--- src/rtl/twophase_rr_injector_if.sv ---
// Requester-side valid/ready bundle plus the two-phase bundled-data channel.
// master = requesters and async sink; slave = the injector.
interface twophase_rr_injector_if #(
    parameter int N = 2,
    parameter int W = 8
);
    logic [N-1:0]   in_valid;
    logic [N*W-1:0] in_data;
    logic [N-1:0]   in_ready;
    logic           req_out;
    logic [W-1:0]   data_out;
    logic           ack_in;

    modport master (
        output in_valid, in_data, ack_in,
        input  in_ready, req_out, data_out
    );

    modport slave (
        input  in_valid, in_data, ack_in,
        output in_ready, req_out, data_out
    );
endinterface

--- src/rtl/twophase_rr_injector.sv ---
// Round-robin arbiter feeding one two-phase bundled-data channel, with a
// watchdog on the ack and a wrapping completed-transaction counter.
module twophase_rr_injector #(
    parameter int N         = 2,
    parameter int W         = 8,
    parameter int SETUP_CYC = 1,
    parameter int TIMEOUT   = 255,
    parameter int CNT_W     = 16,
    localparam int GW       = (N > 1) ? $clog2(N) : 1
) (
    input  logic                    clk,
    input  logic                    rst_async,
    input  logic                    enable,
    input  logic                    err_clr,
    twophase_rr_injector_if.slave   bus,
    output logic                    busy,
    output logic [GW-1:0]           grant_id,
    output logic                    timeout_err,
    output logic [CNT_W-1:0]        tx_count
);
    localparam int SW  = $clog2(SETUP_CYC + 1);
    localparam int WDW = $clog2(TIMEOUT + 1);

    typedef enum logic [1:0] {IDLE, SETUP, WAIT, ERR} state_t;

    state_t           state_q, state_d;
    logic             req_q, req_d;
    logic [W-1:0]     data_q, data_d;
    logic [GW-1:0]    grant_q, grant_d;
    logic [GW-1:0]    rr_q, rr_d;
    logic             err_q, err_d;
    logic [CNT_W-1:0] cnt_q, cnt_d;
    logic [SW-1:0]    sc_q, sc_d;
    logic [WDW-1:0]   wd_q, wd_d;
    logic             ack_s1_q, ack_s_q;

    logic [N-1:0]     ready;
    logic [GW-1:0]    g;
    logic             found;
    logic             acked;
    int               idx;

    // Search starts just after the last winner so every requester gets a turn.
    always_comb begin
        found = 1'b0;
        g     = '0;
        idx   = 0;
        for (int k = 1; k <= N; k++) begin
            idx = int'(rr_q) + k;
            if (idx >= N) idx = idx - N;
            if (!found && bus.in_valid[idx]) begin
                found = 1'b1;
                g     = GW'(idx);
            end
        end
        ready = '0;
        if (state_q == IDLE && enable && found) ready[g] = 1'b1;
    end

    assign acked = (ack_s_q == req_q);

    always_comb begin
        state_d = state_q;
        req_d   = req_q;
        data_d  = data_q;
        grant_d = grant_q;
        rr_d    = rr_q;
        err_d   = err_q;
        cnt_d   = cnt_q;
        sc_d    = sc_q;
        wd_d    = wd_q;
        unique case (state_q)
            IDLE: begin
                if (|ready) begin
                    state_d = SETUP;
                    data_d  = bus.in_data[int'(g)*W +: W];
                    grant_d = g;
                    rr_d    = g;
                    sc_d    = SW'(SETUP_CYC - 1);
                end
            end
            SETUP: begin
                if (sc_q == '0) begin
                    req_d   = ~req_q;
                    wd_d    = '0;
                    state_d = WAIT;
                end else begin
                    sc_d = sc_q - 1'b1;
                end
            end
            WAIT: begin
                if (acked) begin
                    state_d = IDLE;
                    cnt_d   = cnt_q + 1'b1;
                end else if (wd_q == WDW'(TIMEOUT)) begin
                    state_d = ERR;
                    err_d   = 1'b1;
                end else begin
                    wd_d = wd_q + 1'b1;
                end
            end
            ERR: begin
                if (err_clr) begin
                    err_d   = 1'b0;
                    wd_d    = '0;
                    state_d = WAIT;
                end
            end
            default: state_d = IDLE;
        endcase
    end

    always_ff @(posedge clk or posedge rst_async) begin
        if (rst_async) begin
            state_q  <= IDLE;
            req_q    <= 1'b0;
            data_q   <= '0;
            grant_q  <= '0;
            rr_q     <= GW'(N - 1);
            err_q    <= 1'b0;
            cnt_q    <= '0;
            sc_q     <= '0;
            wd_q     <= '0;
            ack_s1_q <= 1'b0;
            ack_s_q  <= 1'b0;
        end else begin
            state_q  <= state_d;
            req_q    <= req_d;
            data_q   <= data_d;
            grant_q  <= grant_d;
            rr_q     <= rr_d;
            err_q    <= err_d;
            cnt_q    <= cnt_d;
            sc_q     <= sc_d;
            wd_q     <= wd_d;
            ack_s1_q <= bus.ack_in;
            ack_s_q  <= ack_s1_q;
        end
    end

    assign bus.in_ready = ready;
    assign bus.req_out  = req_q;
    assign bus.data_out = data_q;
    assign busy         = (state_q != IDLE);
    assign grant_id     = grant_q;
    assign timeout_err  = err_q;
    assign tx_count     = cnt_q;
endmodule

--- src/flat_wrapper.sv ---
// flat-port wrapper written by rule: the top's interface ports become plain ports
module twophase_rr_injector_flat 
#(
    parameter int N         = 2,
    parameter int W         = 8,
    parameter int SETUP_CYC = 1,
    parameter int TIMEOUT   = 255,
    parameter int CNT_W     = 16,
    localparam int GW       = (N > 1) ? $clog2(N) : 1
)
  (clk, rst_async, enable, err_clr, busy, grant_id, timeout_err, tx_count, bus_in_valid, bus_in_data, bus_ack_in, bus_in_ready, bus_req_out, bus_data_out);
  twophase_rr_injector_if #(.N(N), .W(W)) bus_i ();
  input  logic clk;
  input  logic rst_async;
  input  logic enable;
  input  logic err_clr;
  output logic busy;
  output logic [GW-1:0] grant_id;
  output logic timeout_err;
  output logic [CNT_W-1:0] tx_count;
  input wire logic [$bits(bus_i.in_valid)-1:0] bus_in_valid;
  input wire logic [$bits(bus_i.in_data)-1:0] bus_in_data;
  input wire logic [$bits(bus_i.ack_in)-1:0] bus_ack_in;
  output wire logic [$bits(bus_i.in_ready)-1:0] bus_in_ready;
  output wire logic [$bits(bus_i.req_out)-1:0] bus_req_out;
  output wire logic [$bits(bus_i.data_out)-1:0] bus_data_out;
  assign bus_i.in_valid = bus_in_valid;
  assign bus_i.in_data = bus_in_data;
  assign bus_i.ack_in = bus_ack_in;
  assign bus_in_ready = bus_i.in_ready;
  assign bus_req_out = bus_i.req_out;
  assign bus_data_out = bus_i.data_out;
  twophase_rr_injector #(.N(N), .W(W), .SETUP_CYC(SETUP_CYC), .TIMEOUT(TIMEOUT), .CNT_W(CNT_W)) u_core (.clk(clk), .rst_async(rst_async), .enable(enable), .err_clr(err_clr), .bus(bus_i), .busy(busy), .grant_id(grant_id), .timeout_err(timeout_err), .tx_count(tx_count));
endmodule
--- config.mk ---
export PLATFORM = sky130hd
export DESIGN_NAME = twophase_rr_injector_flat
export DESIGN_NICKNAME = d
export VERILOG_FILES = /design/src/rtl/twophase_rr_injector_if.sv /design/src/rtl/twophase_rr_injector.sv /design/src/flat_wrapper.sv
export SDC_FILE = /design/constraint.sdc
export NUM_CORES = 1
export LEC_CHECK = 0
export ABC_CLOCK_PERIOD_IN_PS = 1900
export CORE_ASPECT_RATIO = 1.25
export CORE_MARGIN = 3
export CORE_UTILIZATION = 30
export CTS_CLUSTER_SIZE = 12
export DETAILED_ROUTE_END_ITERATION = 8
export PLACE_DENSITY = 0.63
export SLEW_MARGIN = 20
export SYNTH_ARGS = -nofsm -noshare
export SYNTH_HDL_FRONTEND = slang
export SYNTH_SLANG_ARGS = --single-unit
--- constraint.sdc ---
create_clock -name clk -period 1.9 [get_ports clk]
set_input_delay 0.285 -clock clk [delete_from_list [all_inputs] [get_ports clk]]
set_output_delay 0.285 -clock clk [all_outputs]
set_load 0.02 [all_outputs]
# After elaboration in Yosys (flattened, before gate mapping)
# Cells that the tools add are included.
# classes
n_mux	33
bitwise_logic	2
shift	1
reduce_logical	18
magnitude_cmp	6
n_addsub	7
eq_ne	12
# op_table
cell	count
$ge A32 B3 Y1 const B	2
$lt A32 B3 Y1 const B	2
$mux W32	2
$sub A32 B3 Y32 const B	2
$mux W8	4
$pmux W8 S3	1
$add A16 B1 Y16 const B	1
$mux W1	16
$shiftx A16 B5 Y8	1
$mux W2	6
$ne A2 B2 Y1 const B	5
$add A8 B1 Y8 const B	1
$eq A8 B8 Y1 const B	1
$pmux W2 S4	1
$reduce_and A2 Y1	4
$reduce_and A4 Y1	2
$reduce_bool A2 Y1	3
$reduce_and A5 Y1	1
$eq A2 B2 Y1 const B	2
$logic_and A1 B1 Y1	4
$pmux W1 S2	2
$add A1 B2 Y3 const B	1
$ne A3 B1 Y1 const B	1
$reduce_bool A3 Y1	1
12 further kinds	13
# word_totals
out_inout_bits	30
inputBits	23
word_cells	90
reg_bits	41

# Depth between registers and ports, before layout
# depth
depth_word	18
depth_mapped	6
ltp_nobuf	5

# Worst setup path before layout
# OpenSTA, ideal clock, no wires.
# synth_timing
path_type	register to output
from	reg u_core.state_q[0]
to	out bus_in_ready[0]
t_arrival_ps	1629
n_path_buf	3
setup_slack_ps	-14
stages_incl_launch_ff	6
required_time_ps	1615
path_cell_list	dfrtp_1 > clkbuf_8 > or4b_1 > buf_2 > buf_6 > nor2_1
# synth_via
elab_chain_cells	4
# synth_lines
item	line_no	text
start: declaration	twophase_rr_injector.sv:26	state_t state_q, state_d;
start signal: assignment	twophase_rr_injector.sv:127	state_q <= state_d;
$logic_not A2 Y1	twophase_rr_injector.sv:57	if (state_q == IDLE && enable && found) ready[g] = 1'b1;
$logic_and A1 B1 Y1 (2 in a row)	twophase_rr_injector.sv:57	
$mux W2	twophase_rr_injector.sv:57	
end: declaration	flat_wrapper.sv:24	output wire logic [$bits(bus_i.in_ready)-1:0] bus_in_ready;
# No other way between the ends.

# Worst setup path in the final report
# layout_timing
from	reg u_core.state_q[1]
to	out bus_in_ready[0]
# The elaborated chain is that of the path after synthesis.

==> reports/qor.txt <==
RSZ-0062 raised after global routing = true
Met3 usage = 4.06%
Die height = 95.7 um
Post-synth top flop = dfrtp_1
DRC viols = 0
Crit start category = register
Final setup vio count = 0
Grt total ovfl = 0
Pin count of the biggest net entering global routing = 41
Syn Area/Cell = 11.0 sq um
Top cell type's share of synthesized area = 50.6%
Crit end category = output port
Cell Rows = 32
IO Count = 53
Diode count = 0
H-tree depth = 2
Worst VDD drop = 0.474 mV
Share of cells above drive strength 1 = 15.1%
Final core utilization = 43.8%
Asr flop ratio synth = 100%
Routed wire length = 4090 um
Crit path kind = reg2out
CP Cell Sequence = or4b_4 > buf_6 > nor2_4 > buf_6
Clock buffer depth = 2
# clock sinks = 40
Chip width = 77.7 um
Syn_nets = 200
Final Cycle Share = 97.3%
R2r startpoint = u_core.wd_q[0]
Area delta synth->final = 40.7%
Initial antenna violation count = 0
DPL Wire Length = 3020 um
Cts hold-fix bufs = 0
I/O Buffers = 52
MaxCap Viol Count = 0
Final Power = 3180 uW
Top cell family by delay on the critical path = simple AND/OR/NAND/NOR gates
Worst slew margin = 70.1%
RePlAce Congestion = 0.760
Most numerous cell on the critical path = buf_6
Vias in the first global route = 1525
Tmin final = 1.85 ns
Total iterations of the first detailed-routing run = 4
Initial Util = 31.1%
GRT Util Overall = 11.7%
WL per Instance = 12.7 um
Leading cell type in the layout, fill and taps excluded = clkdlybuf4s50_1
Worst Setup SP = u_core.state_q[1]
Leakage power total = 0.00122 uW
Area leader, netlist = dfrtp_1
R2R cell count = 5
Post-route ant nets = 0
WP data arrival = 1.56 ns
Post-CTS Setup Repair Bufs = 0
Post-Syn Instances = 175
Outcome = complete, no violations
Via count = 1510
Fill cells = 594
Root buffer cell = clkbuf_8
Worst skew pair latency = 0.29 ns
Synthesis Warnings = 0
M2 GR Usage = 19.7%
Highest-delay cell along the critical path = or4b_4
Crit path depth = 4
Worst r2r dst = u_core.wd_q[2]
Synth unique cells = 50
Met1 usage = 13.7%
Reg clk slew, reported paths = 0.08 ns
WP data required = 1.62 ns
Core area = 6210 sq um
Via/cell ratio = 4.67
CTS buffer count = 5
First-pass GRT wire length = 7020 um
Busiest grt layer = met2
Worst-path fanout max = 3
Seq/Total Area, Yosys = 51.9%
Power per cell area = 1170 nW/um^2
Cell Area, Synth = 1930 sq um
Clock Skew = 0.00614 ns
FMAX = 541 MHz
Die Area = 7440 sq um
Largest stage delay on the critical path = 0.57 ns
Hold Crit Class = in2async
Max-slew violations = 0
Commonest cells after routing, fill and taps aside = clkdlybuf4s50_1, dfrtp_1, nand2_1, mux2i_1, o21ai_0
First DRT Iteration DRCs = 46
R2R setup slack = 0.15 ns
Worst-Margin Slew = 0.445 ns
Post-synth EDFFs = 0
Hold Vio Cnt, Final = 0
Synthesized flop and latch total = 40
CP Buf/Inv Count = 2
Nets = 262
Top cells by area, synth = dfrtp_1, mux2i_1, xor2_1
CP Capture Point = bus_in_ready[0]
TritonCTS clock tree = yes
## synthesized netlist by cell type (2+ instances only)
library cell  instances
and4_1                2
nor3_1                2
inv_1                 7
nand3_1               9
nor2_1               10
ha_1                  2
o31ai_1               4
xor2_1                9
nand2_1              20
nand4_1               3
dfrtp_1              39
mux2i_1              10
xnor2_1               8
a21o_1                2
and3_1                2
a21boi_0              2
o21ai_0              10
or3_1                 2
## logic make-up after synthesis
kind of cell | count (synthesis) | synth area share, %
AO/OA/AOI/OAI | 27 | 10.1
XOR/XNOR | 18 | 8.56
adder cells (fa/ha/maj) | 2 | 1.30
AND/OR/NAND/NOR | 64 | 18.8
buffers and inverters | 13 | 3.57
flip-flops | 40 | 51.9
multiplexers | 11 | 5.77
## cell type report
cell class	instances	area (sq um)	share of cell area [%]
inverter	7	26.3	0.968
clock inverter	2	35.0	1.29
sequential	40	1000	36.9
multi-input combinational	122	875	32.2
tap	85	106	3.92
clock buffer	6	72.6	2.67
timing repair buffer	61	598	22.0
## stage by stage
stage	instance area, sq um	instances	hold slack, ns	setup WS (ns)	setup TNS, ns
after floorplan	1930	175	0.316	0.0713	0
after global placement	2600	315	0.332	-0.611	-1.58
after detailed placement	2600	315	0.338	-0.609	-1.62
after CTS	2710	323	0.354	0.00956	0
after global routing	2720	323	0.357	-0.00710	-0.00933
final	2720	323	0.347	0.0512	0
## per-layer routing
layer / part of all wire, % / vias up / wire length, um
met5: 0 / - / 0
met4: 1.7 / 0 / 69
met3: 7.0 / 8 / 287
met2: 50 / 44 / 2020
met1: 42 / 718 / 1710
li1: - / 740 / -
## worst min path at each step
stage	from	to	slack, ns
finish	rst_async	u_core.tx_count[14]	0.35
global placement	u_core.ack_s1_q	u_core.ack_s_q	0.33
floorplan	bus_ack_in	u_core.ack_s1_q	0.32
CTS	rst_async	u_core.bus.data_out[2]	0.35
detailed placement	u_core.ack_s1_q	u_core.ack_s_q	0.34
global route	u_core.ack_s1_q	u_core.ack_s_q	0.36
## timing repair
action,in CTS,in global routing
gates resized for setup,17,3
pin swaps,1,2
setup endpoints to repair,3,2
## where the power goes
part | leakage (uW) | internal, uW | total, uW | switching, uW
sequential | 0.000523 | 1050 | 1210 | 160
combinational | 0.000638 | 620 | 1280 | 659
clock | 0.0000552 | 390 | 689 | 299
total | 0.00122 | 2060 | 3180 | 1120
## flip-flops by register name, summed over array words and instances, names as in the netlist
name / count
u_core.ack_s1_q: 1
u_core.ack_s_q: 1
u_core.bus.data_out: 8
u_core.bus.req_out: 1
u_core.grant_id: 1
u_core.rr_q: 1
u_core.state_q: 2
u_core.timeout_err: 1
u_core.tx_count: 16
u_core.wd_q: 8
## worst reg2reg max path, cell delays in order (launching register included)
cell	delay [ns]
dfrtp_1	0.42
ha_1	0.27
and2_1	0.19
a311o_1	0.44
o211ai_1	0.22
o31ai_1	0.10
(Power assumes the default switching activity.)
